$ cat config.mk
export PLATFORM = sky130hd
export DESIGN_NAME = beamformer_sequencer_flat
export DESIGN_NICKNAME = d
export VERILOG_FILES = /design/src/rtl/beamformer_sequencer_if.sv /design/src/rtl/beamformer_sequencer.sv /design/src/flat_wrapper.sv
export SDC_FILE = /design/constraint.sdc
export NUM_CORES = 1
export LEC_CHECK = 0
export ABC_AREA = 1
export CORE_UTILIZATION = 31
export CTS_BUF_LIST = sky130_fd_sc_hd__clkbuf_4 sky130_fd_sc_hd__clkbuf_8
export DETAILED_ROUTE_END_ITERATION = 16
export REMOVE_ABC_BUFFERS = 1
export SYNTH_ARGS = -nofsm -noshare
export SYNTH_HDL_FRONTEND = slang
export SYNTH_SLANG_ARGS = --single-unit
$ cat constraint.sdc
create_clock -name clk -period 2.84 [get_ports clk]
set_clock_uncertainty 0.05 [all_clocks]
set_input_delay 0.852 -clock clk [delete_from_list [all_inputs] [get_ports clk]]
set_output_delay 0.852 -clock clk [all_outputs]
set_load 0.02 [all_outputs]
$ cat src/rtl/beamformer_sequencer_if.sv
// beamformer_sequencer_if
//   Groups every non-clock/reset signal of the beamformer sequencer:
//   - frame control: start, busy, done, overflow
//   - input RAM read side: readin_address, readinen
//   - beamformer / output RAM side: startbeamformer, usedataflag,
//     sumout_address, sumouten, beam_value
//   - readout stream: out_data, out_valid, out_ready
//   The master modport is the sequencer; the slave modport is its environment.
interface beamformer_sequencer_if #(
    parameter int ADDR_W = 11,
    parameter int DATA_W = 12
);
    logic              start;
    logic [ADDR_W-1:0] readin_address;
    logic              readinen;
    logic              startbeamformer;
    logic              usedataflag;
    logic [ADDR_W-1:0] sumout_address;
    logic              sumouten;
    logic [DATA_W-1:0] beam_value;
    logic [DATA_W-1:0] out_data;
    logic              out_valid;
    logic              out_ready;
    logic              busy;
    logic              done;
    logic              overflow;

    modport master (
        input  start, usedataflag, beam_value, out_ready,
        output readin_address, readinen, startbeamformer, sumout_address,
               sumouten, out_data, out_valid, busy, done, overflow
    );

    modport slave (
        output start, usedataflag, beam_value, out_ready,
        input  readin_address, readinen, startbeamformer, sumout_address,
               sumouten, out_data, out_valid, busy, done, overflow
    );
endinterface

$ cat src/rtl/beamformer_sequencer.sv
// beamformer_sequencer
//   Runs one beamformer frame per start pulse: sweeps the input RAM read
//   address (FILL), keeps the beamformer enabled until its results stop
//   arriving (DRAIN), steering the output RAM write address on each
//   usedataflag beat, then reads the captured results back out as a
//   valid/ready stream.
// Ports:
//   clk  - single rising-edge clock
//   rst  - synchronous active-high reset
//   bus  - beamformer_sequencer_if master modport (control, RAM and stream)
module beamformer_sequencer #(
    parameter int DEPTH     = 2048,
    parameter int ADDR_W    = 11,
    parameter int DATA_W    = 12,
    parameter int DRAIN_MAX = 64
) (
    input logic                    clk,
    input logic                    rst,
    beamformer_sequencer_if.master bus
);
    // Counters carry one extra bit so DEPTH itself is representable.
    localparam int CW = ADDR_W + 1;
    localparam int DW = $clog2(DRAIN_MAX + 1);
    localparam logic [CW-1:0] DEPTH_C    = CW'(DEPTH);
    localparam logic [CW-1:0] DEPTH_M1   = CW'(DEPTH - 1);
    localparam logic [DW-1:0] DRAIN_LAST = DW'(DRAIN_MAX - 1);

    typedef enum logic [2:0] {
        IDLE, FILL, DRAIN, RD_REQ, RD_WAIT, RD_HOLD, DONE
    } state_t;

    state_t            state_q, state_d;
    logic [CW-1:0]     fill_cnt, wr_cnt, rd_cnt, n_out;
    logic [DW-1:0]     drain_cnt;
    logic [DATA_W-1:0] out_data_q;
    logic              out_valid_q;
    logic              overflow_q;

    logic          wr_active, wr_inc, drain_exit;
    logic [CW-1:0] wr_next;

    // Write steering only listens to usedataflag while the beamformer runs.
    assign wr_active  = (state_q == FILL) || (state_q == DRAIN);
    assign wr_inc     = wr_active && bus.usedataflag && (wr_cnt != DEPTH_C);
    assign wr_next    = wr_cnt + CW'(wr_inc);
    assign drain_exit = (state_q == DRAIN) &&
                        ((wr_cnt == DEPTH_C) || (drain_cnt == DRAIN_LAST));

    always_comb begin
        state_d = state_q;
        case (state_q)
            IDLE:    if (bus.start) state_d = FILL;
            FILL:    if (fill_cnt == DEPTH_M1) state_d = DRAIN;
            // wr_next so a flag on the exit cycle is part of the readout
            DRAIN:   if (drain_exit) state_d = (wr_next == '0) ? DONE : RD_REQ;
            RD_REQ:  state_d = RD_WAIT;
            RD_WAIT: state_d = RD_HOLD;
            RD_HOLD: if (bus.out_ready)
                         state_d = (rd_cnt == n_out - CW'(1)) ? DONE : RD_REQ;
            DONE:    state_d = IDLE;
            default: state_d = IDLE;
        endcase
    end

    always_ff @(posedge clk) begin
        if (rst) begin
            state_q     <= IDLE;
            fill_cnt    <= '0;
            wr_cnt      <= '0;
            rd_cnt      <= '0;
            n_out       <= '0;
            drain_cnt   <= '0;
            out_data_q  <= '0;
            out_valid_q <= 1'b0;
            overflow_q  <= 1'b0;
        end else begin
            state_q <= state_d;
            case (state_q)
                IDLE: if (bus.start) begin
                    fill_cnt   <= '0;
                    wr_cnt     <= '0;
                    rd_cnt     <= '0;
                    n_out      <= '0;
                    drain_cnt  <= '0;
                    overflow_q <= 1'b0;
                end
                FILL:  fill_cnt <= fill_cnt + CW'(1);
                DRAIN: begin
                    drain_cnt <= bus.usedataflag ? '0 : drain_cnt + DW'(1);
                    if (drain_exit) n_out <= wr_next;
                end
                RD_WAIT: begin
                    // RAM q is valid one cycle after the RD_REQ address
                    out_data_q  <= bus.beam_value;
                    out_valid_q <= 1'b1;
                end
                RD_HOLD: if (bus.out_ready) begin
                    out_valid_q <= 1'b0;
                    rd_cnt      <= rd_cnt + CW'(1);
                end
                default: ;
            endcase
            if (wr_active) begin
                wr_cnt <= wr_next;
                if (bus.usedataflag && (wr_cnt == DEPTH_C)) overflow_q <= 1'b1;
            end
        end
    end

    always_comb begin
        bus.readinen        = (state_q == FILL);
        bus.readin_address  = (state_q == FILL) ? fill_cnt[ADDR_W-1:0] : '0;
        bus.startbeamformer = wr_active;
        bus.sumouten        = (state_q == RD_REQ);
        bus.sumout_address  = '0;
        if (wr_active)
            bus.sumout_address = wr_cnt[ADDR_W-1:0];
        else if (state_q == RD_REQ || state_q == RD_WAIT || state_q == RD_HOLD)
            bus.sumout_address = rd_cnt[ADDR_W-1:0];
        bus.busy      = (state_q != IDLE);
        bus.done      = (state_q == DONE);
        bus.out_data  = out_data_q;
        bus.out_valid = out_valid_q;
        bus.overflow  = overflow_q;
    end
endmodule

$ cat src/flat_wrapper.sv
// flat-port wrapper written by rule: the top's interface ports become plain ports
module beamformer_sequencer_flat 
#(
    parameter int DEPTH     = 2048,
    parameter int ADDR_W    = 11,
    parameter int DATA_W    = 12,
    parameter int DRAIN_MAX = 64
)
  (clk, rst, bus_start, bus_usedataflag, bus_beam_value, bus_out_ready, bus_readin_address, bus_readinen, bus_startbeamformer, bus_sumout_address, bus_sumouten, bus_out_data, bus_out_valid, bus_busy, bus_done, bus_overflow);
  beamformer_sequencer_if #(.ADDR_W(ADDR_W), .DATA_W(DATA_W)) bus_i ();
  input logic clk;
  input logic rst;
  input wire logic [$bits(bus_i.start)-1:0] bus_start;
  input wire logic [$bits(bus_i.usedataflag)-1:0] bus_usedataflag;
  input wire logic [$bits(bus_i.beam_value)-1:0] bus_beam_value;
  input wire logic [$bits(bus_i.out_ready)-1:0] bus_out_ready;
  output wire logic [$bits(bus_i.readin_address)-1:0] bus_readin_address;
  output wire logic [$bits(bus_i.readinen)-1:0] bus_readinen;
  output wire logic [$bits(bus_i.startbeamformer)-1:0] bus_startbeamformer;
  output wire logic [$bits(bus_i.sumout_address)-1:0] bus_sumout_address;
  output wire logic [$bits(bus_i.sumouten)-1:0] bus_sumouten;
  output wire logic [$bits(bus_i.out_data)-1:0] bus_out_data;
  output wire logic [$bits(bus_i.out_valid)-1:0] bus_out_valid;
  output wire logic [$bits(bus_i.busy)-1:0] bus_busy;
  output wire logic [$bits(bus_i.done)-1:0] bus_done;
  output wire logic [$bits(bus_i.overflow)-1:0] bus_overflow;
  assign bus_i.start = bus_start;
  assign bus_i.usedataflag = bus_usedataflag;
  assign bus_i.beam_value = bus_beam_value;
  assign bus_i.out_ready = bus_out_ready;
  assign bus_readin_address = bus_i.readin_address;
  assign bus_readinen = bus_i.readinen;
  assign bus_startbeamformer = bus_i.startbeamformer;
  assign bus_sumout_address = bus_i.sumout_address;
  assign bus_sumouten = bus_i.sumouten;
  assign bus_out_data = bus_i.out_data;
  assign bus_out_valid = bus_i.out_valid;
  assign bus_busy = bus_i.busy;
  assign bus_done = bus_i.done;
  assign bus_overflow = bus_i.overflow;
  beamformer_sequencer #(.DEPTH(DEPTH), .ADDR_W(ADDR_W), .DATA_W(DATA_W), .DRAIN_MAX(DRAIN_MAX)) u_core (.clk(clk), .rst(rst), .bus(bus_i));
endmodule
======== Word level (Yosys, flattened, before mapping) ========
Cells that the tools add are included.
storage, ports and cells
  output and inout port bits .............. 41
  register bits after elaboration ......... 72
cells by class
  mux-type cells .......................... 27
  add/subtract/negate cells ............... 5
  reduce and logical (&&, ||, !) cells .... 24
  equal/unequal tests ..................... 15
operators by type and width
  kind                                                 count
  one-hot mux 12 bit (2 select lines)                  3
  two-way mux 12 bit                                   5
  two-way mux 11 bit                                   3
  adder 12 x 1 -> 12 bit (second input constant)       2
  two-way mux 3 bit                                    6
  one-hot mux 3 bit (6 select lines)                   1
  two-way mux 7 bit                                    2
  one-hot mux 7 bit (2 select lines)                   1
  adder 12 x 1 -> 12 bit                               1
  == test 12 x 11 -> 1 bit (second input constant)     1
  == test 12 bit                                       1
  == test 12 bit (second input constant)               1
  zero test 12 bit                                     1
  inequality test 12 bit (second input constant)       1
  nonzero test 2 bit                                   6
  subtractor 12 x 1 -> 12 bit (second input constant)  1
  == test 3 bit (second input constant)                3
  AND reduction 2 bit                                  4
  adder 7 x 1 -> 7 bit (second input constant)         1
  == test 7 x 6 -> 1 bit (second input constant)       1
  == test 3 x 2 -> 1 bit (second input constant)       2
  AND reduction 3 bit                                  2
  two-way mux 1 bit                                    5
  logical AND 1 bit                                    4
  other kinds (8)                                      13

======== Depth between registers and ports, before layout ========
  depth in word-level cells ............... 9
  mapped depth ............................ 25
  mapped depth without buffers ............ 24

======== Worst setup path after synthesis ========
No wires, ideal clock.
  kind .................................... reg-to-output
  start ................................... register u_core.state_q[0]
  end ..................................... output port bus_sumout_address[0]
  required time ........................... 1.938 ns
  arrival time ............................ 1.711 ns
  slack ................................... 0.227 ns
  cell stages (with the launch flop) ...... 6
  cell sequence ........................... dfxtp_1 > inv_2 > nor3_1 > nor3_1 > clkbuf_1 > o22ai_1
between the ends
  word-level cells in the longest chain between the ends .. 5
  elaborated cells between the ends (all ways) .. 10
  classes of those cells .................. eq/ne (5); mux (2); reduce/logical (3)
ends and longest elaborated chain
  what                            RTL line                     RTL
  from (decl)                     beamformer_sequencer.sv:32   state_t state_q, state_d;
  from (signal assigned)          beamformer_sequencer.sv:77   state_q <= state_d;
  == test 3 x 2 -> 1 bit          --
  named net bus_sumouten          flat_wrapper.sv:21           output wire logic [$bits(bus_i.sumouten)-1:0] bus_sumouten;
  logical OR 1 bit (2 in series)  beamformer_sequencer.sv:118  else if (state_q == RD_REQ || state_q == RD_WAIT || state_q == RD_HOLD)
  two-way mux 11 bit              beamformer_sequencer.sv:118
  two-way mux 11 bit              beamformer_sequencer.sv:116  if (wr_active)
  to (decl)                       flat_wrapper.sv:20           output wire logic [$bits(bus_i.sumout_address)-1:0] bus_sumout_address;
The timed path passes the listed nets, and every way through them passes these cells.

======== Final worst setup path ========
  start ................................... register u_core.state_q[1]
  end ..................................... register u_core.state_q[0]
between the ends
  word-level cells in the longest chain between the ends .. 9
  elaborated cells between the ends (all ways) .. 20
  classes of those cells .................. add/sub (1); eq/ne (9); mux (3); reduce/logical (7)
ends and longest elaborated chain
  what                                                              RTL line                                                                            RTL
  == test 3 x 1 -> 1 bit or == test 3 x 2 -> 1 bit (tied branches)  beamformer_sequencer.sv:43, beamformer_sequencer.sv:51, beamformer_sequencer.sv:46
  logical OR 1 bit                                                  beamformer_sequencer.sv:43                                                          assign wr_active = (state_q == FILL) || (state_q == DRAIN);
  logical AND 1 bit (2 in series)                                   beamformer_sequencer.sv:44                                                          assign wr_inc = wr_active && bus.usedataflag && (wr_cnt != DEPTH_C);
  adder 12 x 1 -> 12 bit                                            beamformer_sequencer.sv:45                                                          assign wr_next = wr_cnt + CW'(wr_inc);
  zero test 12 bit                                                  beamformer_sequencer.sv:55                                                          DRAIN: if (drain_exit) state_d = (wr_next == '0) ? DONE : RD_REQ;
  two-way mux 3 bit (2 in series)                                   beamformer_sequencer.sv:55
  one-hot mux 3 bit (6 select lines)                                beamformer_sequencer.sv:51                                                          case (state_q)
Several ways; a longest one is shown, not always the timed one. The select of a mux whose other input is x is not followed.
A chain may end at the register's enable or synchronous reset.

==> run_results.csv <==
group,metric,value,unit
synth,synthCells,636,
setup_path,max_stage_delay,0.36,ns
pwr,p_leak,2.315,nW
cts,clk_path_buf_depth,2,
place,port_buffers,57,
drt,routed_wl,12.51,mm
setup_path,reg2reg_depth,23,
finish,n_antenna_cell,0,
floorplanning,placementRows,42,
place,pre_cts_slack,-0.4957,ns
floorplanning,io_pins,58,
timing,layout_setup_ws,0.08372,ns
drt,drtIter0Drc,238,
floorplanning,fp.dieArea,14280,sq um
drt,via_count,4368,
timing,min_period_over_period,97.05,%
floorplanning,die_w,119.5,microns
global_routing,grt_pass1_vias,4234,
hold_path,hold-path-endpoint,"u_core.fill_cnt[5]",
setup_path,r2r_setup_slack,0.08,ns
place,detailed_place_hpwl,9.302,mm
synth,avgSynthCellArea,6.730,sq um
finish,syn2layout_area_growth,30.14,%
finish,final_cell_count_no_fill,903,
floorplanning,core-area,13350,sq um
place,placed_cells,883,
setup_path,crit_type,"flop to flop",
run,drv_cap,0,
timing,finalSetupTns,0,ns
setup_path,crit_start,"u_core.state_q[1]",
global_routing,antenna_found_initial,0,
cts,htreeDepth,3,
finish,num-fill-cells,1414,
synth,synth.distinct_cells,51,
synth,synth_edf_count,0,
setup_path,slowest_stage,"dfxtp_2",
hold_path,worstHoldPathCells,1,
timing,slew_headroom,64.86,%
cts,clock_sinks,72,
pwr,ir_drop,317.7,uV
timing,hold_viol,0,
outcome,outcome,"finished, final reports clean",
synth,async_flop_share,0,%
global_routing,overflow,0,
cts,clockRootBuffer,"clkbuf_8",
floorplanning,dieHeight,119.5,microns
global_routing,grt_max_degree,43,
setup_path,cp.depth,23,
setup_path,r2r-start,"u_core.state_q[1]",
finish,seq_area,1445,sq um
setup_path,arrival,2.93,ns
synth,yosysSeqAreaShare,33.67,%
timing,min_period,2.756,ns
setup_path,crit_fanout,7,
timing,rsz0062_at_grt,"true",
timing,fmax,0.3628,GHz
drt,via_per_inst,4.837,
setup_path,cp_cell_sequence,"inv_4, buf_6, nor2_4, inv_2, nor2_4, inv_2, nand2_4, buf_6, nand2_4, nor2_4, ha_4, ha_4, inv_2, nor2_4, nand2_1, nand2_1, nand3_1, nor2_2, nand2_2, a21oi_2, nand2_1, nand2_1, a21oi_1",
timing,tightest_slew,0.5271,ns
drt,antenna_left,0,
cts,cts_buffers,9,
setup_path,crit_path_start_kind,"flop",
place,place_congestion,0.8601,
cts,ctsHoldBuffers,0,
global_routing,grtUsageTotal,18.36,%
finish,multi_input_area,2529,sq um
drt,first_pass_iters,4,
floorplanning,start_util,32.07,%
cts,cts_tree,"done",
synth,netlist_area,4280,sq um
global_routing,grt_pass1_wl,20.81,mm
setup_path,crit_required,3.01,ns
synth,synth_top_flop_cell,"dfxtp_1",
pwr,cellPowerDensity,648.3,nW/um^2
hold_path,hold_path.class,"flop to flop",
synth,ys_ff_latch,72,
drt,wire_per_inst,13.85,microns
setup_path,path_buf_inv,6,
setup_path,crit_family,"simple AND/OR/NAND/NOR gates",
setup_path,r2r-end,"u_core.state_q[0]",
finish,fin_nets,746,
timing,slew_violations,0,
setup_path,endpoint_kind,"flop",
cts,cts.clk_slew.worst_paths,0.07,ns
finish,drive_gt1_share,19.12,%
cts,clk_latency,0.36,ns
drt,drc,0,
finish,stdcell_area,5570,sq um
place,place_area,5218,sq um
synth,yosys_warnings,0,
hold_path,min-delay-start,"u_core.fill_cnt[5]",
timing,finalSetupViolations,0,
-- per-stage QoR --
stage / hold WS [ns] / util, % / total power, mW
CTS: 0.4035 / 40.89 / 3.528
detailed placement: 0.3875 / 39.09 / 2.643
finish: 0.4067 / 41.73 / 3.611
global placement: 0.3750 / 39.09 / 2.625
floorplan: 0.3616 / - / 2.055
global route: 0.4288 / 41.73 / 3.834
-- report_power, final --
group          switching [mW]  internal, mW
clock network           0.384         0.470
logic                    1.01         0.590
registers              0.0650          1.09
-- sequential cells by signal, indices dropped and copies added, names as in the netlist --
signal	cells
u_core.bus.out_data	12
u_core.bus.out_valid	1
u_core.bus.overflow	1
u_core.drain_cnt	7
u_core.fill_cnt	12
u_core.n_out	12
u_core.rd_cnt	12
u_core.state_q	3
u_core.wr_cnt	12
-- logic make-up (layout without fill, tap and decap cells) --
group,Yosys count,after routing,share of synthesized area [%]
adder cells (fa/ha/maj),6,6,1.754
XOR/XNOR,8,8,1.637
AO/OA/AOI/OAI,114,114,15.90
AND/OR/NAND/NOR,329,329,36.98
buffers and inverters,107,198,10.06
flip-flops,72,72,33.67
-- worst max path at each step --
stage	slack, ns	end
6_report	0.08	u_core.state_q[0]
5_1_grt	-0.1	u_core.state_q[0]
4_1_cts	-0.02	bus_sumout_address[10]
3_5_place_dp	-0.50	bus_sumout_address[10]
3_3_place_gp	-0.44	bus_sumout_address[10]
2_1_floorplan	-0.55	u_core.state_q[0]
-- synthesized netlist by cell type (2+ instances only) --
| cell type | n | share of area, % |
|---|---|---|
| a221oi_1 | 4 | 0.82 |
| nand3_1 | 29 | 3.4 |
| nand4_1 | 11 | 1.6 |
| xor2_1 | 4 | 0.82 |
| nor2_2 | 6 | 0.88 |
| o21ai_1 | 3 | 0.35 |
| ha_1 | 6 | 1.8 |
| a211oi_1 | 4 | 0.70 |
| xnor2_1 | 4 | 0.82 |
| clkbuf_1 | 10 | 0.88 |
| buf_4 | 2 | 0.35 |
| nand3b_1 | 6 | 1.1 |
| buf_2 | 3 | 0.35 |
| nor2_8 | 2 | 0.94 |
| a21oi_2 | 2 | 0.41 |
| o21ai_0 | 28 | 3.3 |
| nand2_1 | 151 | 13 |
| inv_1 | 78 | 6.8 |
| a22oi_1 | 8 | 1.4 |
| o22ai_1 | 13 | 1.9 |
| nand2_2 | 4 | 0.58 |
| buf_6 | 2 | 0.53 |
| a21oi_1 | 40 | 4.7 |
| nand3_2 | 2 | 0.47 |
| nor3_2 | 4 | 0.94 |
| nor2_4 | 6 | 1.6 |
| a211oi_2 | 2 | 0.58 |
| nor3b_1 | 2 | 0.35 |
| nor4_2 | 2 | 0.58 |
| inv_2 | 9 | 0.79 |
| nor2_1 | 84 | 7.4 |
| dfxtp_1 | 72 | 34 |
| nand2_4 | 3 | 0.79 |
| nor3_1 | 11 | 1.3 |
| a31oi_1 | 3 | 0.44 |
-- layer usage --
metal  up-vias  track usage (%)  part of all wire (%)
met5         -                0                     0
met4         0            4.922                   1.4
met3        17            4.610                   5.5
met2       122            28.76                    46
met1      1977            24.99                    48
li1       2252                -                     -
-- final cells by class --
| cell class | instances | area share, % |
|---|---|---|
| multi-input combinational | 457 | 45.40 |
| sequential | 72 | 25.94 |
| timing repair buffer | 94 | 14.94 |
| inverter | 89 | 6.087 |
| tap | 176 | 3.953 |
| clock buffer | 12 | 2.965 |
| clock inverter | 3 | 0.7188 |
-- cell usage in the layout, fill, tap and decap left out, types with 4 or more instances in the layout --
cell type | Yosys | routed
clkdlybuf4s50_1 | 0 | 31
nor3_1 | 11 | 9
nand2_4 | 3 | 6
nor3_2 | 4 | 4
o22ai_1 | 13 | 12
nor2_2 | 6 | 8
inv_1 | 78 | 76
dlygate4sd2_1 | 0 | 4
a221oi_1 | 4 | 4
nand3b_1 | 6 | 6
clkdlybuf4s15_1 | 0 | 4
a21oi_1 | 40 | 39
inv_2 | 9 | 11
nand3_2 | 2 | 4
nand4_1 | 11 | 11
buf_4 | 2 | 34
xnor2_1 | 4 | 4
o21ai_0 | 28 | 27
nand2_2 | 4 | 5
a211oi_1 | 4 | 4
dfxtp_1 | 72 | 69
nor2_4 | 6 | 9
a22oi_1 | 8 | 8
buf_2 | 3 | 6
clkbuf_8 | 0 | 12
clkdlybuf4s15_2 | 0 | 7
nand3_1 | 29 | 27
nand2_1 | 151 | 147
xor2_1 | 4 | 4
nor2_1 | 84 | 79
ha_1 | 6 | 4
o21ai_1 | 3 | 4
-- repair_timing --
| item | CTS | global route |
|---|---|---|
| hold endpoints to repair | 0 | 0 |
| pin swaps | 4 | 14 |
| setup endpoints to repair | 26 | 20 |
| resized for setup | 63 | 42 |
| buffers inserted | 2 | 3 |
No activity file was read; power rests on OpenSTA's default activity.
